`src/rtl/i2c_resp_pkg.sv`:
```
// Shared types for the I2C target responder: FSM states, bus levels and line events.
package i2c_resp_pkg;

  typedef enum logic [3:0] {
    StIdle,
    StAddr,
    StAddrAck,
    StWrByte,
    StWrAck,
    StRdLoad,
    StRdByte,
    StRdAck,
    StWaitStop
  } i2c_resp_state_t;

  // SDA level for ACK; NACK doubles as the released (pulled-up) level.
  localparam logic AckLevel  = 1'b0;
  localparam logic NackLevel = 1'b1;

  typedef struct packed {
    logic scl_rise;
    logic scl_fall;
    logic start;
    logic stop;
  } line_evt_t;

endpackage

```
`src/rtl/i2c_line_sync.sv`:
```
// Synchronizes SCL/SDA into the system clock domain and flags SCL edges and START/STOP.
module i2c_line_sync
  import i2c_resp_pkg::*;
#(
  parameter int unsigned SYNC_STAGES = 2
) (
  input  logic      clk_i,
  input  logic      scl_i,
  input  logic      sda_i,
  output logic      sda_sync_o,
  output line_evt_t evt_o
);

  logic [SYNC_STAGES-1:0] scl_sync_q;
  logic [SYNC_STAGES-1:0] sda_sync_q;
  logic                   scl_prev_q;
  logic                   sda_prev_q;
  logic                   scl_s;
  logic                   sda_s;

  // No reset: the chain always tracks the real lines, so leaving reset mid-transfer
  // cannot fabricate a START from stale history.
  always_ff @(posedge clk_i) begin
    scl_sync_q <= {scl_sync_q[SYNC_STAGES-2:0], scl_i};
    sda_sync_q <= {sda_sync_q[SYNC_STAGES-2:0], sda_i};
    scl_prev_q <= scl_s;
    sda_prev_q <= sda_s;
  end

  assign scl_s      = scl_sync_q[SYNC_STAGES-1];
  assign sda_s      = sda_sync_q[SYNC_STAGES-1];
  assign sda_sync_o = sda_s;

  always_comb begin
    evt_o.scl_rise = scl_s & ~scl_prev_q;
    evt_o.scl_fall = ~scl_s & scl_prev_q;
    evt_o.start    = scl_s & scl_prev_q & sda_prev_q & ~sda_s;
    evt_o.stop     = scl_s & scl_prev_q & ~sda_prev_q & sda_s;
  end

endmodule

```
`src/rtl/i2c_slave_responder.sv`:
```
// Synthesizable I2C target: decodes address/data, hands written bytes out and pulls read
// bytes in through a valid/ready port, stretching SCL while read data is unavailable.
module i2c_slave_responder
  import i2c_resp_pkg::*;
#(
  parameter int unsigned                   I2C_ADDR_WIDTH = 7,
  parameter int unsigned                   I2C_DATA_WIDTH = 8,
  parameter logic [I2C_ADDR_WIDTH-1:0]     SLAVE_ADDR     = 7'h22,
  parameter int unsigned                   SYNC_STAGES    = 2
) (
  input  logic                      clk_i,
  input  logic                      rst_i,
  input  logic                      scl_i,
  input  logic                      sda_i,
  output logic                      scl_o,
  output logic                      sda_o,
  output logic [I2C_DATA_WIDTH-1:0] wr_data_o,
  output logic                      wr_valid_o,
  input  logic [I2C_DATA_WIDTH-1:0] rd_data_i,
  input  logic                      rd_valid_i,
  output logic                      rd_ready_o,
  output logic                      rw_o,
  output logic                      start_o,
  output logic                      stop_o,
  output logic                      busy_o
);

  localparam int unsigned DW = I2C_DATA_WIDTH;

  line_evt_t       evt;
  logic            sda_s;
  i2c_resp_state_t state_q, state_d;
  logic [3:0]      cnt_q, cnt_d;
  logic [DW-1:0]   shift_q, shift_d, shift_in;
  logic [DW-1:0]   wr_data_q, wr_data_d;
  logic            scl_q, scl_d, sda_q, sda_d;
  logic            rw_q, rw_d, busy_q, busy_d;
  logic            wr_valid_q, wr_valid_d, rd_ready_q, rd_ready_d;
  logic            start_q, start_d, stop_q, stop_d;

  i2c_line_sync #(
    .SYNC_STAGES(SYNC_STAGES)
  ) u_line_sync (
    .clk_i      (clk_i),
    .scl_i      (scl_i),
    .sda_i      (sda_i),
    .sda_sync_o (sda_s),
    .evt_o      (evt)
  );

  assign shift_in = {shift_q[DW-2:0], sda_s};

  always_comb begin
    state_d    = state_q;
    cnt_d      = cnt_q;
    shift_d    = shift_q;
    wr_data_d  = wr_data_q;
    scl_d      = 1'b1;
    sda_d      = sda_q;
    rw_d       = rw_q;
    busy_d     = busy_q;
    wr_valid_d = 1'b0;
    rd_ready_d = 1'b0;
    start_d    = 1'b0;
    stop_d     = 1'b0;

    if (evt.stop) begin
      state_d = StIdle;
      busy_d  = 1'b0;
      sda_d   = NackLevel;
      stop_d  = 1'b1;
    end else if (evt.start) begin
      state_d = StAddr;
      cnt_d   = 4'd0;
      busy_d  = 1'b1;
      sda_d   = NackLevel;
      start_d = 1'b1;
    end else begin
      unique case (state_q)
        StIdle: ;
        StAddr: begin
          if (evt.scl_rise && cnt_q < 4'd8) begin
            shift_d = shift_in;
            cnt_d   = cnt_q + 4'd1;
            if (cnt_q == 4'd7) begin
              if (shift_in[DW-1 -: I2C_ADDR_WIDTH] == SLAVE_ADDR) rw_d = shift_in[0];
              else state_d = StWaitStop;
            end
          end else if (evt.scl_fall && cnt_q == 4'd8) begin
            sda_d   = AckLevel;
            state_d = StAddrAck;
          end
        end
        StAddrAck: begin
          if (evt.scl_fall) begin
            sda_d   = NackLevel;
            cnt_d   = 4'd0;
            state_d = rw_q ? StRdLoad : StWrByte;
          end
        end
        StWrByte: begin
          if (evt.scl_rise && cnt_q < 4'd8) begin
            shift_d = shift_in;
            cnt_d   = cnt_q + 4'd1;
            if (cnt_q == 4'd7) begin
              wr_data_d  = shift_in;
              wr_valid_d = 1'b1;
            end
          end else if (evt.scl_fall && cnt_q == 4'd8) begin
            sda_d   = AckLevel;
            state_d = StWrAck;
          end
        end
        StWrAck: begin
          if (evt.scl_fall) begin
            sda_d   = NackLevel;
            cnt_d   = 4'd0;
            state_d = StWrByte;
          end
        end
        StRdLoad: begin
          if (rd_valid_i) begin
            shift_d    = {rd_data_i[DW-2:0], 1'b0};
            sda_d      = rd_data_i[DW-1];
            rd_ready_d = 1'b1;
            cnt_d      = 4'd0;
            // If stretching, keep SCL low one more cycle so the MSB settles before release.
            scl_d      = scl_q;
            state_d    = StRdByte;
          end else begin
            scl_d = 1'b0;
          end
        end
        StRdByte: begin
          if (evt.scl_fall) begin
            if (cnt_q == 4'd7) begin
              sda_d   = NackLevel;
              state_d = StRdAck;
            end else begin
              sda_d   = shift_q[DW-1];
              shift_d = {shift_q[DW-2:0], 1'b0};
              cnt_d   = cnt_q + 4'd1;
            end
          end
        end
        StRdAck: begin
          if (evt.scl_rise && sda_s == NackLevel) state_d = StWaitStop;
          else if (evt.scl_fall) state_d = StRdLoad;
        end
        StWaitStop: ;
        default: state_d = StIdle;
      endcase
    end
  end

  always_ff @(posedge clk_i) begin
    if (rst_i) begin
      state_q    <= StIdle;
      cnt_q      <= 4'd0;
      shift_q    <= '0;
      wr_data_q  <= '0;
      scl_q      <= 1'b1;
      sda_q      <= 1'b1;
      rw_q       <= 1'b0;
      busy_q     <= 1'b0;
      wr_valid_q <= 1'b0;
      rd_ready_q <= 1'b0;
      start_q    <= 1'b0;
      stop_q     <= 1'b0;
    end else begin
      state_q    <= state_d;
      cnt_q      <= cnt_d;
      shift_q    <= shift_d;
      wr_data_q  <= wr_data_d;
      scl_q      <= scl_d;
      sda_q      <= sda_d;
      rw_q       <= rw_d;
      busy_q     <= busy_d;
      wr_valid_q <= wr_valid_d;
      rd_ready_q <= rd_ready_d;
      start_q    <= start_d;
      stop_q     <= stop_d;
    end
  end

  assign scl_o      = scl_q;
  assign sda_o      = sda_q;
  assign wr_data_o  = wr_data_q;
  assign wr_valid_o = wr_valid_q;
  assign rd_ready_o = rd_ready_q;
  assign rw_o       = rw_q;
  assign start_o    = start_q;
  assign stop_o     = stop_q;
  assign busy_o     = busy_q;

endmodule

```
`config.mk`:
```
export PLATFORM = sky130hd
export DESIGN_NAME = i2c_slave_responder
export DESIGN_NICKNAME = d
export VERILOG_FILES = /design/src/rtl/i2c_resp_pkg.sv /design/src/rtl/i2c_line_sync.sv /design/src/rtl/i2c_slave_responder.sv
export SDC_FILE = /design/constraint.sdc
export NUM_CORES = 1
export LEC_CHECK = 0
export CORE_AREA = 4 4 64 66
export CTS_CLUSTER_SIZE = 16
export DETAILED_ROUTE_END_ITERATION = 12
export DIE_AREA = 0 0 68 70
export DONT_BUFFER_PORTS = 1
export HOLD_SLACK_MARGIN = 0.1
export PLACE_DENSITY = 0.79
export SLEW_MARGIN = 25
export SYNTH_ARGS = -nofsm -noshare
export SYNTH_HDL_FRONTEND = slang
export SYNTH_SLANG_ARGS = --single-unit
```
`constraint.sdc`:
```
create_clock -name clk_i -period 2.8 [get_ports clk_i]
set_input_delay 0.42 -clock clk_i [delete_from_list [all_inputs] [get_ports clk_i]]
set_output_delay 0.42 -clock clk_i [all_outputs]
set_load 0.005 [all_outputs]
```
# Word-level counts from Yosys, hierarchy flattened
# Cells that the tools add are included.
[totals]
word_cells = 138
out_inout_bits = 16
regBits = 38
[op_classes]
muxes = 39
bitwise = 17
reduce_logical = 21
n_lt_le_gt_ge = 1
add_sub_neg = 1
n_eq_ne = 42
[op_table]
columns = ["operator", "count"]
rows = [
  ["2-to-1 mux 4 bit", 19],
  ["!= test 3 bit, second input constant", 12],
  ["2-to-1 mux 8 bit", 4],
  ["case mux 4 bit (8 select lines)", 1],
  ["case mux 8 bit (3 select lines)", 1],
  ["AND reduction 12 bit", 2],
  ["== test 4 x 3 -> 1 bit, second input constant", 5],
  ["!= test 2 bit, second input constant", 9],
  ["!= test 4 bit, second input constant", 4],
  ["case mux 4 bit (4 select lines)", 1],
  ["AND reduction 7 bit", 2],
  ["AND reduction 6 bit", 2],
  ["2-to-1 mux 1 bit", 11],
  ["NOT 1 bit", 10],
  ["== test 4 x 2 -> 1 bit, second input constant", 2],
  ["== test 4 bit, second input constant", 2],
  ["!= test 2 x 1 -> 1 bit, second input constant", 4],
  ["OR reduction 2 bit", 4],
  ["AND 1 bit", 7],
  ["== test 7 x 6 -> 1 bit, second input constant", 1],
  ["!= test 3 x 1 -> 1 bit, second input constant", 2],
  ["AND reduction 5 bit", 1],
  ["nonzero test 5 bit", 1],
  ["OR reduction 5 bit", 1],
  ["11 further kinds", 13],
]

# Longest topological paths before layout
# Gate-level depths: netlist (run 1).
[depth]
ltp_word = 7
ltp_mapped = 8
ltp_nobuf = 8

# By module
# From an unflattened synthesis (run 1), not the netlist that was laid out.
[unflattened]
cells_unflattened = 215
hier_area_um2 = 1896.8
[modules_own_cells]
columns = ["module", "area_per_inst_um2", "n_inst", "seq_area_each_um2", "cells_each"]
rows = [
  ["i2c_slave_responder", 1741.7, 1, 640.6, 205],
  ["i2c_line_sync", 155.1, 1, 120.1, 10],
]

# Worst setup path before layout (run 1)
# Ideal clock, no wire load.
[synth_path]
path_type = "reg-to-reg"
from = "register state_q[3]"
to = "register state_q[0]"
path_stages_with_launch = 7
path_buffers = 1
path_slack_ns = 0.789
required_time_ns = 2.686
t_arrival_ns = 1.897
synth_period_minus_slack_ns = 2.011
path_cell_list = "dfxtp_1 > buf_2 > or3b_2 > a311o_1 > nand4_1 > mux2_2 > a21o_1"
[synth_via]
elab_chain_len = 4
elab_cells_between_ends = 25
cone_classes = "20 x eq/ne; 2 x mux; 3 x reduce/logical"
[synth_lines]
columns = ["item", "line_no", "source"]
rows = [
  ["start: declaration", "i2c_slave_responder.sv:32", "i2c_resp_state_t state_q, state_d;"],
  ["start signal: assignment", "i2c_slave_responder.sv:158", "state_q <= StIdle;"],
  ["start signal: assignment", "i2c_slave_responder.sv:171", "state_q <= state_d;"],
  ["== test 4 bit or logical NOT 4 bit (tied branches)", "i2c_slave_responder.sv:79", "unique case (state_q)"],
  ["OR reduction 2 bit (no line)", "--", ""],
  ["!= test 2 x 1 -> 1 bit (no line) or case mux 4 bit (8 select lines) (tied branches)", "--", ""],
  ["AND reduction 12 bit (no line) or 2-to-1 mux 1 bit (tied branches)", "--", ""],
]
# Several ways; a longest one is shown, not always the timed one.
# A chain may end at the register's enable or synchronous reset.

# Worst setup path in the final report (run 1)
[layout_path]
from = "register state_q[0]"
to = "register shift_q[5]"
[layout_via]
elab_chain_len = 4
elab_cells_between_ends = 12
cone_classes = "8 x eq/ne; 1 x mux; 3 x reduce/logical"
[layout_lines]
columns = ["item", "line_no", "source"]
rows = [
  ["== test 4 x 2 -> 1 bit or == test 4 x 1 -> 1 bit (tied branches)", "i2c_slave_responder.sv:79", ""],
  ["OR reduction 2 bit (no line)", "--", ""],
  ["!= test 2 x 1 -> 1 bit (no line) or nonzero test 3 bit (tied branches)", "--", ""],
  ["AND reduction 7 bit (no line)", "--", ""],
  ["end signal: assignment", "i2c_slave_responder.sv:173", "shift_q <= shift_d;"],
  ["end: declaration", "i2c_slave_responder.sv:34", "logic [DW-1:0] shift_q, shift_d, shift_in;"],
]
# Several ways; a longest one is shown, not always the timed one.

==> results of run 1 <==
worst paths after layout:
check	to	cells past startpoint
worst max-delay path	shift_q[5]	6
worst min-delay path	shift_q[1]	1
worst max register to register	shift_q[5]	6
worst min register to register	u_line_sync.sda_sync_q[1]	0
area by class of cell:
type	instances	area share, %
multi-input combinational	151	49.8
sequential	38	37.1
timing repair buffer	9	3.66
clock inverter	2	2.93
tap	48	2.93
clock buffer	6	2.50
inverter	6	1.10
sequential cells by signal (all words and copies together) (netlist names):
name	cells
busy_o	1
cnt_q	4
rd_ready_o	1
rw_o	1
scl_o	1
sda_o	1
shift_q	8
start_o	1
state_q	4
stop_o	1
u_line_sync.scl_prev_q	1
u_line_sync.scl_sync_q	2
u_line_sync.sda_prev_q	1
u_line_sync.sda_sync_q	2
wr_data_o	8
wr_valid_o	1
kinds of logic (layout without fill, tap and decap cells):
logic type	count (synthesis)	after routing	synth area share (%)
xor gates and xnor gates	1	1	0.469
muxes	19	19	10.2
and+or+nand+nor	88	88	24.6
adders and majority gates	3	3	1.88
buffers and inverters	19	23	4.82
AOI/OAI and AO/OA	40	40	17.2
DFF	38	38	40.7
cells in the final DEF, fill, tap and decap left out, types with 4 or more instances in the layout:
| cell | instances |
|---|---|
| a211oi_1 | 5 |
| mux2i_1 | 18 |
| buf_4 | 6 |
| inv_1 | 6 |
| nand2_1 | 11 |
| dfxtp_1 | 38 |
| nand2b_1 | 6 |
| o21ai_0 | 4 |
| nor3_1 | 8 |
| clkbuf_4 | 5 |
| and3_1 | 4 |
| nor2_1 | 31 |
| a21oi_1 | 4 |
| nand3_1 | 7 |
where the power goes:
group	internal, mW	leakage, nW	switching [mW]
Combinational	0.0328	0.400	0.0371
Clock	0.302	0.0585	0.190
Sequential	0.554	0.309	0.0134
Total	0.889	0.768	0.241
worst reg2reg max path, cell delays in order, from the launching register on:
cell and delay [ps]:
dfxtp_1 570, nor4bb_2 640, nor2_1 190, a211oi_4 410
buf_4 240, nor2_1 50, a211oi_1 190
timing repair:
| item | CTS | global route |
|---|---|---|
| setup endpoints to repair | 0 | 0 |
| hold endpoints to repair | 2 | 1 |
| hold buffers | 2 | 1 |
layer usage:
metal  part of all wire [%]  wire, µm  track usage, %
met1                     42      1700            23.8
met5                      0         0               0
met4                    2.4        97            7.73
met2                     49      1970            27.6
met3                    7.1       288            5.95
==> impl_metrics.json, run 1 <==
{
  "min-delay-start": "rst_i",
  "finalClockSkew_ps": 14.2,
  "clkTransAtPathRegs_ps": 130,
  "finalSetupViolations": 0,
  "crit_top_cell": "nor2_1",
  "ys_async_sr_fraction_pct": 0,
  "post_cts_buffers": 0,
  "arrival_ps": 2630,
  "grt_pass1_vias": 1475,
  "via_count": 1561,
  "grt_max_degree": 27,
  "antenna_cells": 0,
  "place_ws_ps": 525,
  "crit_type": "flip-flop to flip-flop",
  "pin_count": 29,
  "antenna_found_initial": 0,
  "cts_root_buffer": "clkbuf_4",
  "synth_enable_flop_cells": 0,
  "power.leakage_nw": 0.768,
  "hpwlAfterDp_mm": 2.97,
  "cts.sinks": 38,
  "synth.area.top_cells": "dfxtp_1 (41%), mux2i_1 (9.6%), nor2_1 (6.2%), nand2_1 (2.2%), nor3_1 (2.1%)",
  "drv_slew": 0,
  "crit_path_max_fanout": 13,
  "core_mm2": 0.00358,
  "synth_seq_cells": 38,
  "dieWidth_um": 68,
  "synth_warnings": 0,
  "htreeDepth": 2,
  "rsz0062_at_grt": "false",
  "hp-class": "input port to flip-flop",
  "numCtsBuffers": 5,
  "slew_headroom_pct": 60.5,
  "wirelength_mm": 4.05,
  "io_buffers": 0,
  "worst_pin_slew_ps": 584,
  "nNetsFinal": 226,
  "synth_flop_cell": "dfxtp_1",
  "track_usage_pct": 18.4,
  "multi_input_area_mm2": 0.00102,
  "cp-start-kind": "flip-flop",
  "ys_seq_area_share_pct": 40.7,
  "fin_crit_ps": 2360,
  "placed_cell_area_mm2": 0.00191,
  "cp_data_required_time_ps": 3070,
  "die-area_mm2": 0.00476,
  "yosys-top-cells-count": "dfxtp_1 (38), nor2_1 (31), mux2i_1 (18)",
  "outcome": "complete, no violations",
  "power_mw": 1.13,
  "die_h_um": 70,
  "grt_overflow": 0,
  "final_cells": 260,
  "synth_nets": 223,
  "vias_per_cell": 6.00,
  "r2r_slack_ps": 440,
  "start_util_pct": 52.2,
  "crit_slowest_cell": "nor4bb_2",
  "clkLatencyLatePin_ps": 350,
  "wl_per_cell_um": 15.6,
  "nFillCells": 311,
  "grt_pass1_wl_mm": 6.80,
  "avgSynthCellArea_um2": 8.98,
  "netlist.area_leader.share_pct": 40.7,
  "place_congestion": 0.929,
  "synthCells": 208,
  "crit-reg2reg-launch": "state_q[0]",
  "synth_top_cell_by_area": "dfxtp_1",
  "cts-resized-gates": 0,
  "hold_viol": 0,
  "crit_buf_inv": 1,
  "ir_drop_mv": 0.423,
  "regArea_um2": 761,
  "final_cell_area_mm2": 0.00205,
  "ctsLongestPathBuffers": 2,
  "cp_top_family": "simple AND/OR/NAND/NOR gates",
  "maxCapViolCount": 0,
  "synth_cell_types": 53,
  "fmax_mhz": 424,
  "cts_tree": "done",
  "drc": 0,
  "cp_cell_sequence": "nor4bb_2, nor2_1, a211oi_4, buf_4, nor2_1, a211oi_1",
  "synth_area_mm2": 0.00187,
  "drive_gt1_share_pct": 11.8,
  "final_util_pct": 57.4,
  "whs_ps": 117,
  "setup_slack_ps": 440,
  "fin_tns_setup_ps": 0,
  "end_kind": "flip-flop",
  "power.density_mw_per_mm2": 550,
  "rows": 22,
  "ant_nets": 0,
  "drt_iter0_drc": 79,
  "crit_start": "state_q[0]",
  "areaGrowthSynthToFinish_pct": 9.91,
  "drt_first_pass_iters": 4,
  "period_share_pct": 84.3,
  "dpl.cell_count": 249,
  "cp_slowest_stage_delay_ps": 640,
  "yosysMostFrequentCell": "dfxtp_1"
}
Power figures use the tool's default switching activity.
==> run 2, diff against run 1 <==
==> constraint.sdc (replaced) <==
create_clock -name clk_i -period 2.4 [get_ports clk_i]
set_input_delay 0.36 -clock clk_i [delete_from_list [all_inputs] [get_ports clk_i]]
set_output_delay 0.36 -clock clk_i [all_outputs]
set_load 0.005 [all_outputs]
==> run 2 against run 1 <==
Clock-buffer cell count did not move. First-iteration DRC count fell by 1.3%. Die area did not move. Highest routed layer unchanged.
==> impl_metrics.json, run 2 (same netlist as run 1, synthesis figures left out) <==
{
  "wirelength_mm": 3.90,
  "ctsLongestPathBuffers": 2,
  "maxCapViolCount": 0,
  "combPwrFrac_pct": 8.1,
  "grt_pass1_vias": 1346,
  "setup_slack_ps": 281,
  "slew_headroom_pct": 44.4,
  "arrival_ps": 2400,
  "fmax_mhz": 472,
  "clkPwrFrac_pct": 32.8,
  "crit_type": "flip-flop to flip-flop",
  "via_count": 1498,
  "p_int_uw": 833,
  "cts_root_buffer": "clkbuf_4",
  "core_mm2": 0.00358,
  "vias_per_cell": 5.67,
  "die-area_mm2": 0.00476,
  "grt_overflow": 0,
  "drv_slew": 0,
  "end_kind": "flip-flop",
  "finalSetupViolations": 0,
  "nFillCells": 323,
  "hold_viol": 0,
  "outcome": "complete, no violations",
  "pin_count": 29,
  "hp-class": "input port to flip-flop",
  "power.leakage_nw": 0.764,
  "drt_iter0_drc": 78,
  "crit_path_max_fanout": 9,
  "drive_gt1_share_pct": 13.9,
  "rsz0062_at_grt": "false",
  "dieWidth_um": 68,
  "grt_max_degree": 22,
  "clkLatencyLatePin_ps": 340,
  "start_util_pct": 52.2,
  "place_ws_ps": 218,
  "nNetsFinal": 230,
  "p_seq_share_pct": 59.2,
  "wl_per_cell_um": 14.8,
  "mostFrequentLayoutCells": "dfxtp_1 (38), nor2_1 (31), mux2i_1 (18)",
  "finalClockSkew_ps": 10.6,
  "hpwlAfterDp_mm": 2.88,
  "areaGrowthSynthToFinish_pct": 9.51,
  "drt_first_pass_iters": 4,
  "post_cts_buffers": 0,
  "power.density_mw_per_mm2": 546,
  "ant_nets": 0,
  "ir_drop_mv": 0.486,
  "p_sw_share_pct": 25.4,
  "cts_tree": "done",
  "antenna_cells": 0,
  "drc": 0,
  "fin_crit_ps": 2120,
  "final_cells": 264,
  "cp-start-kind": "flip-flop",
  "worst_pin_slew_ps": 831,
  "dpl.cell_count": 253,
  "layout_commonest_cell": "dfxtp_1",
  "cp_data_required_time_ps": 2680,
  "grt_pass1_wl_mm": 6.38,
  "die_h_um": 70,
  "cts.sinks": 38,
  "track_usage_pct": 17.1,
  "power_switching_uw": 284,
  "antenna_found_initial": 0,
  "numCtsBuffers": 5,
  "rows": 22,
  "clkTransAtPathRegs_ps": 120,
  "period_share_pct": 88.3,
  "fin_tns_setup_ps": 0,
  "io_buffers": 0,
  "htreeDepth": 2,
  "place_congestion": 0.950
}
## run 2: metal layers
metal / global-route usage (%) / share of wire, % / up-vias
li1: - / - / 767
met1: 23.6 / 46 / 695
met2: 25.7 / 46 / 32
met3: 5.14 / 5.9 / 4
met4: 4.86 / 1.5 / 0
met5: 0 / 0 / -
## run 2: worst max-delay path, stage by stage (launching register included)
cell	delay [ps]
dfxtp_1	460
or3b_1	430
a221o_1	440
or3_1	440
nor2_1	120
a2bb2oi_1	160
## run 2: area by class of cell
class                   instances  area (µm²)  area share [%]
multi-input cells             151        1030            50.3
flip-flops and latches         38         761            37.2
repair buffers                 13         105            5.14
well taps                      48        60.1            2.94
clock buffers                   6        51.3            2.51
inverters                       6        22.5            1.10
clock inverters                 2        16.3           0.795
## run 2: repair_timing
action | CTS | global route
hold buffers | 3 | 0
hold endpoints to repair | 23 | 0
resized for setup | 0 | 1
setup endpoints to repair | 0 | 2
## run 2: worst paths after layout
| kind | to | startpoint | cells past startpoint | slack [ps] |
|---|---|---|---|---|
| setup / recovery | cnt_q[3] | u_line_sync.scl_sync_q[1] | 5 | 280 |
| hold / removal | scl_o | rd_valid_i | 2 | 150 |
| hold reg to reg | u_line_sync.sda_sync_q[1] | u_line_sync.sda_sync_q[0] | 0 | 340 |
| setup reg to reg | cnt_q[3] | u_line_sync.scl_sync_q[1] | 5 | 280 |
## run 2: through the flow
| stage | cell area, µm² | hold WS [ps] | utilization [%] | power [mW] |
|---|---|---|---|---|
| after floorplan | 1870 | 310 | - | 0.740 |
| after global placement | 1940 | 310 | 54.3 | 0.752 |
| after detailed placement | 1940 | 314 | 54.3 | 0.755 |
| after CTS | 2040 | 132 | 57.0 | 1.13 |
| after global routing | 2050 | 151 | 57.2 | 1.16 |
| final | 2050 | 152 | 57.2 | 1.12 |
## run 2: power groups by stage
stage | logic, mW | registers [mW] | clock network, mW
floorplan | 0.0699 | 0.670 | 0
global route | 0.0998 | 0.663 | 0.399
global placement | 0.0782 | 0.674 | 0
finish | 0.0902 | 0.661 | 0.366
detailed placement | 0.0803 | 0.675 | 0
CTS | 0.0899 | 0.661 | 0.378
==> run 3, diff against run 2 <==
--- a/config.mk
+++ b/config.mk
@@ -5,14 +5,14 @@
 export SDC_FILE = /design/constraint.sdc
 export NUM_CORES = 1
 export LEC_CHECK = 0
-export CORE_AREA = 4 4 64 66
+export ABC_AREA = 1
+export CORE_AREA = 4 4 65 67
 export CTS_CLUSTER_SIZE = 16
 export DETAILED_ROUTE_END_ITERATION = 12
-export DIE_AREA = 0 0 68 70
+export DIE_AREA = 0 0 69 71
 export DONT_BUFFER_PORTS = 1
 export HOLD_SLACK_MARGIN = 0.1
 export PLACE_DENSITY = 0.79
-export SLEW_MARGIN = 25
 export SYNTH_ARGS = -nofsm -noshare
 export SYNTH_HDL_FRONTEND = slang
 export SYNTH_SLANG_ARGS = --single-unit
==> run 3 against run 2 <==
Flip-flop and latch count unchanged. Clock skew fell by 3.7 ps. Register-to-register slack improved by 380 ps. Synthesized cell count is 41% higher. Sequential power increased by 28%. Final cell count rose by 31%. Non-clock buffer count down 11. Via count rose by 20%. Die area up 2.9%. Combinational power grew to 11 times the previous value. Area after synthesis rose by 3.3%. Critical path depth up 4. Largest power group is now combinational cells.
==> impl_metrics.json, run 3 <==
{
  "outcome": "complete, no violations",
  "maxCapViolCount": 0,
  "p_int_mw": 1.49,
  "holdBufCountCts": 2,
  "io_buffers": 0,
  "cp_cell_sequence": "nand2_2, nor2_4, inv_2, nand2_2, nor2_1, nor2_2, nand2_4, o21ai_0, nor2_1",
  "antenna_found_initial": 0,
  "grt_overflow": 0,
  "wl_per_cell_um": 12.3,
  "dieWidth_um": 69,
  "die_h_um": 71,
  "ctsLongestPathBuffers": 2,
  "cts.sinks": 38,
  "power_switching_uw": 974,
  "layout_commonest_cell": "nand2_1",
  "groute.layer.met3.usage_pct": 5.11,
  "synth_nets": 309,
  "mostFrequentLayoutCells": "nand2_1 (64), nor2_1 (54), dfxtp_1 (38)",
  "finalSetupViolations": 0,
  "crit_type": "flip-flop to flip-flop",
  "synth_seq_cells": 38,
  "synth_top_cell_by_area": "dfxtp_1",
  "rsz0062_at_grt": "false",
  "drt_iter0_drc": 114,
  "via_count": 1800,
  "clkLatencyLatePin_ps": 290,
  "ys_seq_area_share_pct": 39.4,
  "p_seq_share_pct": 34.4,
  "hp-class": "input port to flip-flop",
  "period_share_pct": 72.4,
  "ir_drop_mv": 0.420,
  "fin_tns_setup_ps": 0,
  "synthCells": 294,
  "crit_slowest_cell": "dfxtp_1",
  "synth_area_mm2": 0.00193,
  "cts-resized-gates": 0,
  "synth.area.top_cells": "dfxtp_1 (39%), nand2_1 (12%), nor2_1 (10%), o21ai_0 (6.7%), inv_1 (6.4%)",
  "slew_headroom_pct": 65.6,
  "cts_tree": "done",
  "p_sw_share_pct": 39.6,
  "grt_pass1_wl_mm": 6.91,
  "track_usage_pct": 17.2,
  "grt_pass1_vias": 1504,
  "cp_data_required_time_ps": 2580,
  "fmax_mhz": 576,
  "post_cts_buffers": 0,
  "synth_warnings": 0,
  "end_kind": "flip-flop",
  "crit_start": "state_q[0]",
  "pin_count": 29,
  "power.leakage_nw": 0.973,
  "busiest_layer": "met2",
  "htreeDepth": 2,
  "grt_max_degree": 21,
  "whs_ps": 133,
  "avgSynthCellArea_um2": 6.57,
  "worst_pin_slew_ps": 515,
  "numCtsBuffers": 5,
  "met1_usage_pct": 22.2,
  "hpwlAfterDp_mm": 3.23,
  "areaGrowthSynthToFinish_pct": 9.46,
  "place_congestion": 0.933,
  "drive_gt1_share_pct": 9.43,
  "cp-start-kind": "flip-flop",
  "dpl.cell_count": 335,
  "yosysMostFrequentCell": "nand2_1",
  "cp_slowest_stage_delay_ps": 500,
  "drt_first_pass_iters": 5,
  "drc": 0,
  "core_mm2": 0.00363,
  "ant_nets": 0,
  "clkTransAtPathRegs_ps": 80,
  "power.density_mw_per_mm2": 1160,
  "synth_enable_flop_cells": 0,
  "ys_async_sr_fraction_pct": 0,
  "final_cells": 345,
  "placed_cell_area_mm2": 0.00196,
  "cts_root_buffer": "clkbuf_8",
  "synth_flop_cell": "dfxtp_1",
  "netlist.area_leader.share_pct": 39.4,
  "clkPwrFrac_pct": 26.4,
  "vias_per_cell": 5.22,
  "nFillCells": 346,
  "rows": 22,
  "synth_cell_types": 26,
  "nNetsFinal": 311,
  "gr-usage-met2_pct": 27.4,
  "crit-reg2reg-launch": "state_q[0]",
  "combPwrFrac_pct": 39.2,
  "wirelength_mm": 4.24,
  "hold_viol": 0,
  "start_util_pct": 53.1,
  "yosys-top-cells-count": "nand2_1 (64), nor2_1 (54), dfxtp_1 (38)",
  "drv_slew": 0,
  "die-area_mm2": 0.00490,
  "antenna_cells": 0,
  "arrival_ps": 1920,
  "min-delay-start": "rst_i",
  "finalClockSkew_ps": 6.89,
  "crit_path_max_fanout": 14,
  "fin_crit_ps": 1740,
  "final_cell_area_mm2": 0.00211
}
==> run 3: cell count changes in the layout (fill, tap and decap cells not counted), moves of 16 or more <==
| cell | before | now |
|---|---|---|
| nand2_1 | 11 | 64 |
| inv_1 | 6 | 33 |
| o21ai_0 | 4 | 26 |
| nand3_1 | 7 | 23 |
| mux2i_1 | 18 | 0 |
| nor2_1 | 31 | 54 |
==> run 3: stage by stage <==
step | util (%) | worst slack [ps] | power [mW]
finish | 58.2 | 663 | 2.46
global route | 58.2 | 479 | 2.66
CTS | 58.2 | 663 | 2.47
detailed placement | 53.8 | 691 | 1.81
global placement | 53.8 | 674 | 1.80
floorplan | - | 1000 | 1.63
==> run 3: power groups by stage <==
stage	registers [mW]	logic [mW]	clock network [mW]
3_3_place_gp	0.858	0.946	0
2_1_floorplan	0.835	0.798	0
6_report	0.846	0.966	0.650
4_1_cts	0.846	0.960	0.661
3_5_place_dp	0.860	0.953	0
5_1_grt	0.858	1.12	0.686
==> run 3: worst paths after layout <==
| path | to | slack, ps | cells past startpoint |
|---|---|---|---|
| worst max-delay path | shift_q[5] | 660 | 9 |
| worst min register to register | u_line_sync.scl_sync_q[1] | 330 | 0 |
| worst min-delay path | cnt_q[3] | 130 | 1 |
| worst max register to register | shift_q[5] | 660 | 9 |
==> run 3: kinds of logic after synthesis <==
family	count (synthesis)	synth area share (%)
buffers and inverters	46	9.66
DFF	38	39.4
adders and majority gates	2	1.30
xor gates and xnor gates	1	0.454
and+or+nand+nor	163	37.5
AOI/OAI and AO/OA	44	11.7
==> run 3: area by class of cell <==
type | instances | area, µm² | share of cell area (%)
timing repair buffer | 2 | 20.0 | 0.947
inverter | 39 | 151 | 7.16
clock buffer | 5 | 68.8 | 3.26
clock inverter | 3 | 68.8 | 3.26
tap | 48 | 60.1 | 2.84
multi-input combinational | 210 | 983 | 46.5
sequential | 38 | 761 | 36.0
==> run 3: worst max-delay path, delay by kind of cell, from the launching register on <==
kind,cells,cell delay [ps]
simple gates,7,810
flops,1,500
compound gates,1,170
buf+inv,1,140
==> run 3: routing by layer <==
layer / wire length, µm / vias to the layer above
met5: 0 / -
met4: 73 / 0
met3: 318 / 10
met2: 1920 / 80
met1: 1930 / 777
li1: - / 933
==> variant (flow settings as in run 3) <==
Re-encode `i2c_resp_state_t` (9 states) as Gray code, 4 bits wide.
--- a/src/rtl/i2c_resp_pkg.sv
+++ b/src/rtl/i2c_resp_pkg.sv
@@ -4,11 +4,11 @@
   typedef enum logic [3:0] {
-    StIdle,
-    StAddr,
-    StAddrAck,
-    StWrByte,
-    StWrAck,
-    StRdLoad,
-    StRdByte,
-    StRdAck,
-    StWaitStop
+    StIdle     = 4'b0000,
+    StAddr     = 4'b0001,
+    StAddrAck  = 4'b0011,
+    StWrByte   = 4'b0010,
+    StWrAck    = 4'b0110,
+    StRdLoad   = 4'b0111,
+    StRdByte   = 4'b0101,
+    StRdAck    = 4'b0100,
+    StWaitStop = 4'b1100
   } i2c_resp_state_t;
Behaviour: same outputs for any inputs over 10 cycles, from zero or initial values and one cycle with rst_i high; not proved beyond that.
==> variant against run 3 <==
- setup slack better by 20 ps
- routed wire length fell by 0.83%
- sequential share of layout area is 1.5 points higher
- die area stayed put
- final area down 3.9%
- power is 24% lower
- via count is 0.61% lower
- synthesized area shrank 2.0%
- sequential cell count unchanged
==> variant: results (changes against run 3) <==
{| class="wikitable"
! Metric !! Value
|-
| Endpoint arrival time on the critical path || 1890 ps (was 1920 ps)
|-
| Capturing instance or port of the critical path || shift_q[3] (was shift_q[5])
|-
| Startpoint of the lowest-slack register-to-register path || state_q[1] (was state_q[0])
|-
| Met2 layer wire length in the routed design || 1.89 mm (was 1.92 mm)
|-
| Global-route wire length before repair || 7.17 mm (was 6.91 mm)
|-
| Routing usage on met3 || 0.0582 (was 0.0511)
|-
| Endpoint with the worst hold slack || start_o (was cnt_q[3])
|-
| Top cells by instance count after synthesis || 59 x nand2_1, 43 x nor2_1, 38 x dfxtp_1, 31 x inv_1, 22 x a21oi_1 (was 64 x nand2_1, 54 x nor2_1, 38 x dfxtp_1, 33 x inv_1, 26 x o21ai_0)
|-
| Met3 wire length || 351 µm (was 318 µm)
|-
| Adder and majority cell fraction of the synthesized area || 0.0132 (was 0.0130)
|-
| Xor and xnor area share after synthesis || 0.00463 (was 0.00454)
|-
| Reg-to-reg setup timing slack || 680 ps (was 660 ps)
|-
| Met2 Track Usage GR || 0.269 (was 0.274)
|-
| Largest cells by area after synthesis || dfxtp_1 40%, nand2_1 12%, nor2_1 8.5% (was dfxtp_1 39%, nand2_1 12%, nor2_1 10%)
|-
| Post-placement worst setup slack || 724 ps (was 691 ps)
|-
| Share of cells above drive strength 1 || 0.112 (was 0.0943)
|-
| Worst clock skew || 10.6 ps (was 6.89 ps)
|-
| Final net count || 300 (was 311)
|-
| Maximum VDD drop || 0.502 mV (was 0.420 mV)
|-
| Routability Congestion || 0.979 (was 0.933)
|-
| Grt met1 use || 0.242 (was 0.222)
|-
| Result of the run || finished clean (unchanged)
|-
| Starting DRC count in detailed routing || 164 (was 114)
|-
| Pin count of the biggest net entering global routing || 20 (was 21)
|-
| Worst Hold Margin || 123 ps (was 133 ps)
|-
| Vias after detailed routing || 1789 (was 1800)
|-
| Tmin final || 1720 ps (was 1740 ps)
|}
[variant: cell types whose count changed after synthesis, moves of 3 or more]
cell            run 3  this run
o21ai_0            26        18
inv_2               5         8
a21oi_1            14        22
nor2_1             54        43
nand2_1            64        59
nand3_1            23        20
[variant: cell type report]
| type | instances | area (µm²) | share of cell area |
|---|---|---|---|
| inverter | 40 | 151 | 0.0746 |
| sequential | 38 | 761 | 0.375 |
| clock buffer | 6 | 82.6 | 0.0407 |
| tap | 48 | 60.1 | 0.0296 |
| multi-input combinational | 198 | 943 | 0.465 |
| timing repair buffer | 2 | 20.0 | 0.00986 |
| clock inverter | 2 | 12.5 | 0.00616 |
[variant: kinds of logic (layout without fill, tap and decap cells)]
kind of cell / after synthesis / count (layout)
buf+inv: 46 / 50
simple gates: 146 / 146
xor+xnor: 1 / 1
compound gates: 49 / 49
fa+ha+maj: 2 / 2
flops: 38 / 38
[variant: power by group]
group	switching, µW	internal [µW]
registers	69.0	711
logic	399	218
clock network	236	231
total	704	1160
